==> config.mk <==
export PLATFORM = sky130hd
export DESIGN_NAME = baud_tick_generator
export DESIGN_NICKNAME = d
export VERILOG_FILES = /design/src/rtl/baud_tick_generator.sv
export SDC_FILE = /design/constraint.sdc
export NUM_CORES = 1
export LEC_CHECK = 0
export BUFFER_PORTS_ARGS = -buffer_cell sky130_fd_sc_hd__buf_2
export CORE_ASPECT_RATIO = 0.9
export CORE_MARGIN = 5
export CORE_UTILIZATION = 50
export CTS_CLUSTER_DIAMETER = 120
export DETAILED_ROUTE_END_ITERATION = 12
export GPL_TIMING_DRIVEN = 0
export MAX_ROUTING_LAYER = met4
export PLACE_DENSITY = 0.72
export SYNTH_ARGS = -nofsm -noshare
export SYNTH_HDL_FRONTEND = slang
export SYNTH_SLANG_ARGS = --single-unit
export TNS_END_PERCENT = 50
==> constraint.sdc <==
create_clock -name clk -period 4.65 [get_ports clk]
set_clock_uncertainty 0.15 [all_clocks]
set_input_delay 0.93 -clock clk [delete_from_list [all_inputs] [get_ports clk]]
set_output_delay 0.93 -clock clk [all_outputs]
set_load 0.05 [all_outputs]
==> src/rtl/baud_tick_generator.sv <==
// Bit-period timer with a run-time loadable divisor. Emits baud, mid-bit and
// oversampling strobes for the UART receiver/transmitter FSMs.
module baud_tick_generator #(
   parameter int CNT_W       = 16,
   parameter int OSR         = 16,
   parameter int DEFAULT_DIV = 10417
) (
   input  logic             clk,
   input  logic             rst,
   input  logic             en,
   input  logic [CNT_W-1:0] div_in,
   input  logic             div_load,
   input  logic             restart,
   output logic             baud_tick,
   output logic             half_tick,
   output logic             os_tick,
   output logic [CNT_W-1:0] counter,
   output logic [CNT_W-1:0] div_cur
);

   localparam logic [CNT_W-1:0] ONE       = CNT_W'(1);
   localparam logic [CNT_W-1:0] OSR_DIV   = CNT_W'(OSR);
   localparam logic [CNT_W:0]   OSR_ACC   = (CNT_W+1)'(OSR);
   localparam logic [CNT_W-1:0] RESET_DIV = CNT_W'(DEFAULT_DIV);

   logic [CNT_W-1:0] div_q, div_d;
   logic [CNT_W-1:0] cnt_q, cnt_d;
   logic [CNT_W:0]   acc_q, acc_d;
   logic [CNT_W:0]   acc_sum;
   logic             period_end;
   logic             mid_point;
   logic             os_hit;
   logic             tick_ok;

   // The accumulator adds OSR per cycle modulo div_q, so it crosses div_q
   // exactly OSR times per period and lands back on 0 at the wrap.
   assign acc_sum    = acc_q + OSR_ACC;
   assign os_hit     = (acc_sum >= {1'b0, div_q});
   assign period_end = (cnt_q == div_q - ONE);
   assign mid_point  = (cnt_q == (div_q >> 1) - ONE);
   assign tick_ok    = en & ~rst & ~div_load & ~restart;

   always_comb begin
      // NOTE: every signal gets a default first so no path leaves it unassigned (no latch).
      div_d = div_q;
      cnt_d = cnt_q;
      acc_d = acc_q;
      if (div_load) begin
         div_d = (div_in < OSR_DIV) ? OSR_DIV : div_in;
         cnt_d = '0;
         acc_d = '0;
      end else if (restart) begin
         cnt_d = '0;
         acc_d = '0;
      end else if (en) begin
         cnt_d = period_end ? '0 : cnt_q + ONE;
         acc_d = os_hit ? acc_sum - {1'b0, div_q} : acc_sum;
      end
   end

   always_ff @(posedge clk) begin
      // NOTE: non-blocking assignments so every flop samples pre-edge values.
      if (rst) begin
         div_q <= RESET_DIV;
         cnt_q <= '0;
         acc_q <= '0;
      end else begin
         div_q <= div_d;
         cnt_q <= cnt_d;
         acc_q <= acc_d;
      end
   end

   assign baud_tick = tick_ok & period_end;
   assign half_tick = tick_ok & mid_point;
   assign os_tick   = tick_ok & os_hit;
   assign counter   = cnt_q;
   assign div_cur   = div_q;

endmodule

==> results.toml, run 1 <==
[die]
core_area_sq_mm = 0.00849
die_w_microns = 108
die_h_microns = 98.1
num_rows = 32
io_pins = 56
die_area_sq_mm = 0.0106
start_util_pct = 50.9

[pwr]
powerDensity_mw_per_mm2 = 198
p_leak_nw = 2.02
ir_worst_vdd_mv = 0.146
finalPower_mw = 0.987

[clock_network]
cts_inserted_buffers = 5
hold_buffers = 0
cts.reportedPaths.clkPinSlew_ns = 0.10
clk_latency_ns = 0.32
clockBufferDepth = 2
cts_sinks = 49
cts_max_level = 2
cts_tree = "done"
cts_root_buf = "clkbuf_8"

[yosys]
synth-edff-count = 0
yosysUniqueCellTypes = 77
ys_ff_latch = 49
synthFlopType = "dfxtp_1"
yosys.cell_count.top_type = "dfxtp_1"
synthTopCellsByCount = "dfxtp_1, xnor2_1, a21oi_1, nor2_1, nand2_1"
synth_top_area_share_pct = 22.7
ys_warn_count = 0
synth_top_area_cell = "dfxtp_1"
ys_top_cells_by_area = "dfxtp_1, xnor2_1, xor2_1"
synthCells = 552
avgSynthCellArea_sq_um = 7.82
ys_seq_area_share_pct = 22.7
synth_area_sq_mm = 0.00432
syn_nets = 594
async_flop_share_pct = 0

[finish]
syn_to_final_growth_pct = 15.3
antenna_cells = 0
final_nets = 658
instances_no_fill = 735
drive_gt1_share_pct = 21.4

[placement]
portBuffers = 53
dp_cells = 724
gp_congestion = 0.962
hpwl_microns = 9500
dp_slack_ns = -0.252

[drt]
drt-initial-drc-count = 277
drt_wl_total_microns = 12600
postRouteAntennaNets = 0
avgRoutedWirePerCell_microns = 17.1
vias = 4314
drc = 0
drt_pass1_iterations = 4
viasPerCell = 5.87

[critical_path]
crit_top_cell = "buf_2"
worstPathArrival_ns = 3.50
startpoint_type = "primary input"
cp_max_fo = 6
r2r-start = "acc_q[6]"
path_cells = "buf_2 > nor3_4 > nand2_1 > nor4_1 > nand4_1 > or4_1 > nor4_2 > buf_2"
critPathSlowestCell = "or4_1"
rr_worst_depth = 16
cpPeakStageDelay_ns = 0.56
worst_ep_required_time_ns = 3.57
reg2reg_slack_ns = 0.60
end_kind = "primary output"
worst_r2r_endpoint = "acc_q[10]"
critical_path_class = "in -> out"

[grt]
grt_max_degree = 14
grt_use_met3_pct = 2.51
gr-total-overflow = 0
met1_usage_pct = 35.1
antenna_found_initial = 0
track_usage_pct = 24.0
grt.busiest_layer = "met1"
use_met2_pct = 34.5
grt_pass1_vias = 3988
grt_pass1_wl_microns = 19900

[worst_hold_path]
whs_endpoint = "acc_q[3]"
min_path_cells = 2
hold_path.startpoint = "acc_q[3]"
hold_class = "reg -> reg"

[timing]
worstMarginPinSlew_ns = 0.676
drv_slew = 0
layout_worst_path_cycle_share_pct = 98.6
max_freq_mhz = 218
finalHoldViolCount = 0
rsz0062_at_grt = "yes"
setup_viol = 0
worst_slack_ns = 0.0657
layout_min_cycle_time_ns = 4.58
slew_headroom_pct = 54.9
fin_tns_setup_ns = 0

[flow_run]
max_cap_viol_count = 0

[status]
status = "finished, final reports clean"
==> worst max-delay path: cells and delay by family <==
family        cells  cell delay [ns]
buf+inv           2             0.46
simple gates      6             2.11
==> state kept, by name (all words and copies together) (netlist names) <==
name / count
div_cur: 16
acc_q: 17
counter: 16
==> routing by layer <==
metal / vias to the layer above / wire (microns)
met5: - / 0
li1: 2096 / -
met2: 173 / 5500
met4: 0 / 255
met1: 2024 / 5860
met3: 21 / 948
==> what timing repair did <==
item / 4_1_cts / 5_1_grt
endpoints found under the hold margin: 0 / 0
gates resized for setup: 13 / 15
setup endpoints to repair: 3 / 2
pin swaps: 1 / 3
setup buffers: 2 / 4
==> cells in the final DEF (no fill, tap or decap), drive strengths merged, types with 5 or more instances in the layout <==
| cell | netlist | layout |
|---|---|---|
| clkbuf | 24 | 30 |
| a21oi | 37 | 37 |
| mux2i | 12 | 12 |
| nand3 | 27 | 27 |
| a31oi | 7 | 7 |
| xor2 | 31 | 31 |
| nor2 | 46 | 46 |
| o211ai | 6 | 6 |
| inv | 29 | 29 |
| dfxtp | 49 | 49 |
| and3 | 10 | 10 |
| o21ai | 35 | 35 |
| nor4 | 12 | 12 |
| o31ai | 6 | 6 |
| or3 | 9 | 9 |
| nor3 | 9 | 9 |
| a21o | 7 | 7 |
| xnor2 | 41 | 41 |
| buf | 17 | 75 |
| nand4 | 8 | 8 |
| ha | 20 | 20 |
| nand2 | 34 | 34 |
| o21a | 5 | 5 |
| nand2b | 5 | 5 |
| nor2b | 5 | 5 |
==> cell type report <==
| cell class | count | area [sq um] |
|---|---|---|
| fill | 822 | 3510 |
| multi-input combinational | 432 | 3120 |
| sequential | 49 | 992 |
| timing repair buffer | 59 | 313 |
| buffer | 39 | 208 |
| tap | 119 | 149 |
| inverter | 30 | 113 |
| clock buffer | 7 | 86.3 |
==> power breakdown <==
group          internal [mW]  switching [mW]
clock                  0.119           0.159
sequential             0.429          0.0143
combinational         0.0970           0.169
==> worst max-delay path by stage <==
stage,startpoint,to,slack (ns)
after CTS,acc_q[7],os_tick,-0.007
after detailed placement,acc_q[6],os_tick,-0.25
final,rst,half_tick,0.07
after global routing,acc_q[6],os_tick,-0.08
after global placement,acc_q[6],os_tick,-0.23
after floorplan,div_load,half_tick,0.1
==> cells by family (layout without fill, tap and decap cells) <==
family,count (synthesis),count (layout),synth area share [%]
muxes,13,13,3.04
and+or+nand+nor,190,190,24.8
AOI/OAI and AO/OA,136,136,21.0
DFF,49,49,22.7
buffers and inverters,71,135,7.56
xor gates and xnor gates,72,72,14.6
adders and majority gates,21,21,6.26
==> metrics by stage <==
stage	util, %	instance area (sq um)	hold WS (ns)
CTS	57.6	4890	0.338
finish	58.6	4980	0.341
floorplan	-	4320	0.303
global placement	55.8	4740	0.316
detailed placement	55.8	4740	0.322
global route	58.6	4980	0.382
(Power assumes the default switching activity.)
==> run 2, diff against run 1 <==
--- a/config.mk
+++ b/config.mk
@@ -7,7 +7,6 @@
 export LEC_CHECK = 0
 export BUFFER_PORTS_ARGS = -buffer_cell sky130_fd_sc_hd__buf_2
 export CORE_ASPECT_RATIO = 0.9
-export CORE_MARGIN = 5
 export CORE_UTILIZATION = 50
 export CTS_CLUSTER_DIAMETER = 120
 export DETAILED_ROUTE_END_ITERATION = 12
==> run 2 against run 1 <==
Register-to-register slack better by 0.02 ns; largest cell class unchanged; combinational power hardly changed; clock-buffer cell count stayed put; routed wire length is 2.7% lower; via count is 0.93% higher; power is 6.1% higher; largest power group unchanged; critical endpoint unchanged; setup slack worse by 0.0018 ns; cell area is 0.58% lower.
==> results.toml, run 2 (synthesized netlist as in run 1, its figures left out) <==
[status]
status = "finished, final reports clean"

[finish]
layout_common_cells = "buf_2, dfxtp_1, xnor2_1"
final_area_sq_mm = 0.00495
final_nets = 655
syn_to_final_growth_pct = 14.6
instances_no_fill = 729
final_common_cell = "buf_2"
postLayoutCoreUtil_pct = 60.2
top_register = "acc_q"
drive_gt1_share_pct = 20.4
largest_register_ffs = 17
antenna_cells = 0

[grt]
grt_pass1_wl_microns = 19300
grt_pass1_vias = 3899
gr-total-overflow = 0
antenna_found_initial = 0
track_usage_pct = 28.0
grt_max_degree = 15

[placement]
place_area_sq_mm = 0.00473
dp_cells = 720
hpwl_microns = 9370
gp_congestion = 0.941
portBuffers = 53

[critical_path]
crit_top_cell = "buf_2"
worst_ep_required_time_ns = 3.57
path_delay_family = "simple AND/OR/NAND/NOR gates"
cp_max_fo = 6
end_kind = "primary output"
cpPeakStageDelay_ns = 0.55
path_buf_inv = 2
path_cells = "buf_2 > nor3_4 > nand2_1 > nor4_1 > nand4_1 > or4_1 > nor4_2 > buf_2"
critical_path_class = "in -> out"
worstPathArrival_ns = 3.51
startpoint_type = "primary input"
critPathSlowestCell = "or4_1"

[timing]
max_freq_mhz = 218
worstMarginPinSlew_ns = 0.636
slew_headroom_pct = 57.6
layout_worst_path_cycle_share_pct = 98.6
finalHoldViolCount = 0
holdWs_ns = 0.343
drv_slew = 0
setup_viol = 0
layout_min_cycle_time_ns = 4.59
rsz0062_at_grt = "yes"

[drt]
drt_wl_total_microns = 12200
drt-initial-drc-count = 317
avgRoutedWirePerCell_microns = 16.8
drt_pass1_iterations = 5
vias = 4354
viasPerCell = 5.97
postRouteAntennaNets = 0
drc = 0

[die]
start_util_pct = 52.5
io_pins = 56
die_w_microns = 99.9
core_area_sq_mm = 0.00822
die_area_sq_mm = 0.00901
die_h_microns = 90.1
num_rows = 31

[clock_network]
clk_latency_ns = 0.32
cts_root_buf = "clkbuf_8"
cts_tree = "done"
cts_max_level = 2
cts_sinks = 49
cts_inserted_buffers = 5
hold_buffers = 0
cts.reportedPaths.clkPinSlew_ns = 0.10
clockBufferDepth = 2

[pwr]
ir_worst_vdd_mv = 0.140
powerDensity_mw_per_mm2 = 212
p_leak_nw = 2.02

[worst_hold_path]
hold_class = "reg -> reg"

[flow_run]
max_cap_viol_count = 0
[run 2: cell types whose count changed in the layout (fill, tap and decap cells not counted), sizes merged]
cell,delta
bufinv,+1
clkbuf,-1
buf,-2
[run 2: final timing paths]
check           start         to  slack (ns)  cells past startpoint
max               rst  half_tick        0.06                      8
min          acc_q[3]   acc_q[3]        0.34                      2
max reg2reg  acc_q[7]  acc_q[10]        0.62                     15
min reg2reg  acc_q[3]   acc_q[3]        0.34                      2
[run 2: stage by stage]
| stage | TNS (ns) | power (mW) | worst slack (ns) |
|---|---|---|---|
| 2_1_floorplan | 0 | 0.642 | 0.0988 |
| 3_3_place_gp | -0.264 | 0.701 | -0.224 |
| 3_5_place_dp | -0.302 | 0.706 | -0.275 |
| 4_1_cts | 0 | 1.04 | 0.0168 |
| 5_1_grt | -0.0308 | 1.09 | -0.0163 |
| 6_report | 0 | 1.05 | 0.0639 |
[run 2: final cells by class]
class	count	area (sq um)
Clock inverter	1	30.0
Timing Repair Buffer	56	290
Fill cell	789	3270
Tap cell	115	144
Clock buffer	7	86.3
Inverter	30	113
Multi-Input combinational cell	432	3090
Buffer	39	208
Sequential cell	49	983
[run 2: what timing repair did]
item	in CTS	in global routing
setup endpoints to repair	3	2
setup buffers	2	1
pin swaps	3	3
gates resized for setup	14	6
[run 2: where the power goes]
| part | internal (mW) | switching [mW] |
|---|---|---|
| Sequential | 0.430 | 0.0124 |
| Combinational | 0.0963 | 0.170 |
| Clock | 0.176 | 0.163 |
[run 2: routing by layer]
metal / up-vias / part of all wire, % / wire length [microns] / GRT usage (%)
met1: 2060 / 47 / 5750 / 38.9
met5: - / 0 / 0 / -
met2: 184 / 43 / 5250 / 40.9
met4: 0 / 2.5 / 302 / 9.80
li1: 2091 / - / - / -
met3: 19 / 7.5 / 919 / 4.28
[run 2: worst reg2reg max path, cell delays in order (launching register included)]
cell,delay [ns]
dfxtp_1,0.39
and3_1,0.22
and3_2,0.24
nand3_1,0.13
xnor2_2,0.29
ha_4,0.28
and2_0,0.16
clkbuf_1,0.15
a21o_1,0.18
a22o_1,0.21
nor4b_4,0.39
buf_4,0.19
and2_1,0.11
clkbuf_1,0.41
a21oi_1,0.16
o221a_2,0.27
==> run 3, diff against run 2 <==
--- a/config.mk
+++ b/config.mk
@@ -5,7 +5,7 @@
 export SDC_FILE = /design/constraint.sdc
 export NUM_CORES = 1
 export LEC_CHECK = 0
-export BUFFER_PORTS_ARGS = -buffer_cell sky130_fd_sc_hd__buf_2
+export BUFFER_PORTS_ARGS = -buffer_cell sky130_fd_sc_hd__buf_4
 export CORE_ASPECT_RATIO = 0.9
 export CORE_UTILIZATION = 50
 export CTS_CLUSTER_DIAMETER = 120
==> run 3 against run 2 <==
Setup slack gained 0.0069 ns; global-route usage up 0.64 points; critical path type is now reg -> out; flip-flop and latch count is the same; utilization rose by 1.3 points; critical endpoint is now os_tick; via count decreased by 1.2%; worst hold slack gained 0.0095 ns.
==> results.toml, run 3 (synthesized netlist as in run 1, its figures left out) <==
[pwr]
clock_power_share_pct = 25.8
p_sw_mw = 0.333
powerDensity_mw_per_mm2 = 192
seq_power_share_pct = 45.9
p_int_mw = 0.635
ir_worst_vdd_mv = 0.200
p_leak_nw = 2.04
finalPower_mw = 0.968
switching_share_pct = 34.4
combPwrFrac_pct = 28.3

[clock_network]
cts_max_level = 2
cts_sinks = 49
cts_root_buf = "clkbuf_8"
hold_buffers = 0
cts_inserted_buffers = 5
clockBufferDepth = 2
clk_latency_ns = 0.30
cts.reportedPaths.clkPinSlew_ns = 0.09
cts_tree = "done"

[timing]
drv_slew = 0
max_freq_mhz = 218
setup_viol = 0
fin_tns_setup_ns = 0
rsz0062_at_grt = "yes"
layout_worst_path_cycle_share_pct = 98.5
worstMarginPinSlew_ns = 0.647
finalHoldViolCount = 0
layout_min_cycle_time_ns = 4.58
slew_headroom_pct = 56.5

[drt]
viasPerCell = 5.89
drt-initial-drc-count = 245
drc = 0
vias = 4301
drt_pass1_iterations = 5
avgRoutedWirePerCell_microns = 17.1
postRouteAntennaNets = 0
drt_wl_total_microns = 12500

[die]
die_area_sq_mm = 0.00901
die_h_microns = 90.1
start_util_pct = 52.5
io_pins = 56
die_w_microns = 99.9
num_rows = 31
core_area_sq_mm = 0.00822

[grt]
antenna_found_initial = 0
grt_pass1_vias = 3849
grt_max_degree = 14
gr-total-overflow = 0
grt_pass1_wl_microns = 19800
track_usage_pct = 28.6

[critical_path]
critPathLaunch = "acc_q[6]"
worstPathArrival_ns = 3.50
critical_path_class = "reg -> out"
end_kind = "primary output"
r2r-start = "acc_q[6]"
worst_ep_required_time_ns = 3.57
cp_max_fo = 6
startpoint_type = "flip-flop"

[finish]
drive_gt1_share_pct = 20.8
nFillCells = 773
antenna_cells = 0
top_register = "acc_q"
layout_common_cells = "buf_4, dfxtp_1, xnor2_1"
multi_input_area_sq_mm = 0.00308
final_nets = 658
final_common_cell = "buf_4"
register_area_sq_um = 988
largest_register_ffs = 17
syn_to_final_growth_pct = 17.0

[placement]
hpwl_microns = 9520
gp_congestion = 0.927
portBuffers = 53

[worst_hold_path]
hold_path.startpoint = "acc_q[3]"
hold_class = "reg -> reg"

[flow_run]
max_cap_viol_count = 0

[status]
status = "finished, final reports clean"
[run 3: layout make-up]
class                           instances  area share, %
Inverter                               30           2.23
Buffer                                 38           4.01
Clock buffer                            5           1.36
Sequential cell                        49           19.6
Clock inverter                          1         0.0991
Timing Repair Buffer                   60           8.92
Tap cell                              115           2.85
Multi-Input combinational cell        432           61.0
[run 3: metrics by stage]
stage / hold slack (ns) / cells / cell area [sq um] / util [%] / worst slack [ns]
after global placement: 0.330 / 720 / 4860 / 59.2 / -0.224
after floorplan: 0.303 / 552 / 4320 / - / 0.0988
after CTS: 0.351 / 726 / 5010 / 60.9 / -0.0195
after global routing: 0.378 / 730 / 5050 / 61.4 / -0.0495
final: 0.352 / 730 / 5050 / 61.4 / 0.0708
after detailed placement: 0.336 / 720 / 4860 / 59.2 / -0.288
[run 3: power by group through the flow]
stage	sequential [mW]	clock, mW	combinational, mW
global route	0.446	0.274	0.297
CTS	0.442	0.253	0.270
global placement	0.451	0	0.260
finish	0.444	0.250	0.274
floorplan	0.478	0	0.164
detailed placement	0.452	0	0.265
[run 3: worst paths after layout]
path	endpoint	slack, ns	cells after the start
min	acc_q[3]	0.35	2
max reg2reg	acc_q[10]	0.51	16
min reg2reg	acc_q[3]	0.35	2
max	os_tick	0.07	14
[run 3: timing repair]
| action | CTS | global route |
|---|---|---|
| pin swaps | 1 | 2 |
| gates resized for setup | 14 | 5 |
| endpoints found under the setup margin | 2 | 3 |
| setup buffers | 2 | 5 |
[run 3: routing by layer]
| layer | global-route usage, % | wire (microns) |
|---|---|---|
| met1 | 41.3 | 6010 |
| met2 | 43.2 | 5570 |
| met3 | 2.41 | 763 |
| met4 | 6.00 | 157 |
| met5 | - | 0 |
[run 3: worst max-delay path: stages, from the launching register on]
cell and delay, ns:
dfxtp_4 0.39, and3_2 0.21, and3_2 0.25, nand3_1 0.15
xnor2_2 0.20, ha_2 0.35, and2_0 0.18, clkbuf_1 0.16
a21o_1 0.18, a22o_1 0.22, nor4b_4 0.40, nand2_4 0.12
nand3_2 0.16, inv_1 0.05, buf_4 0.18
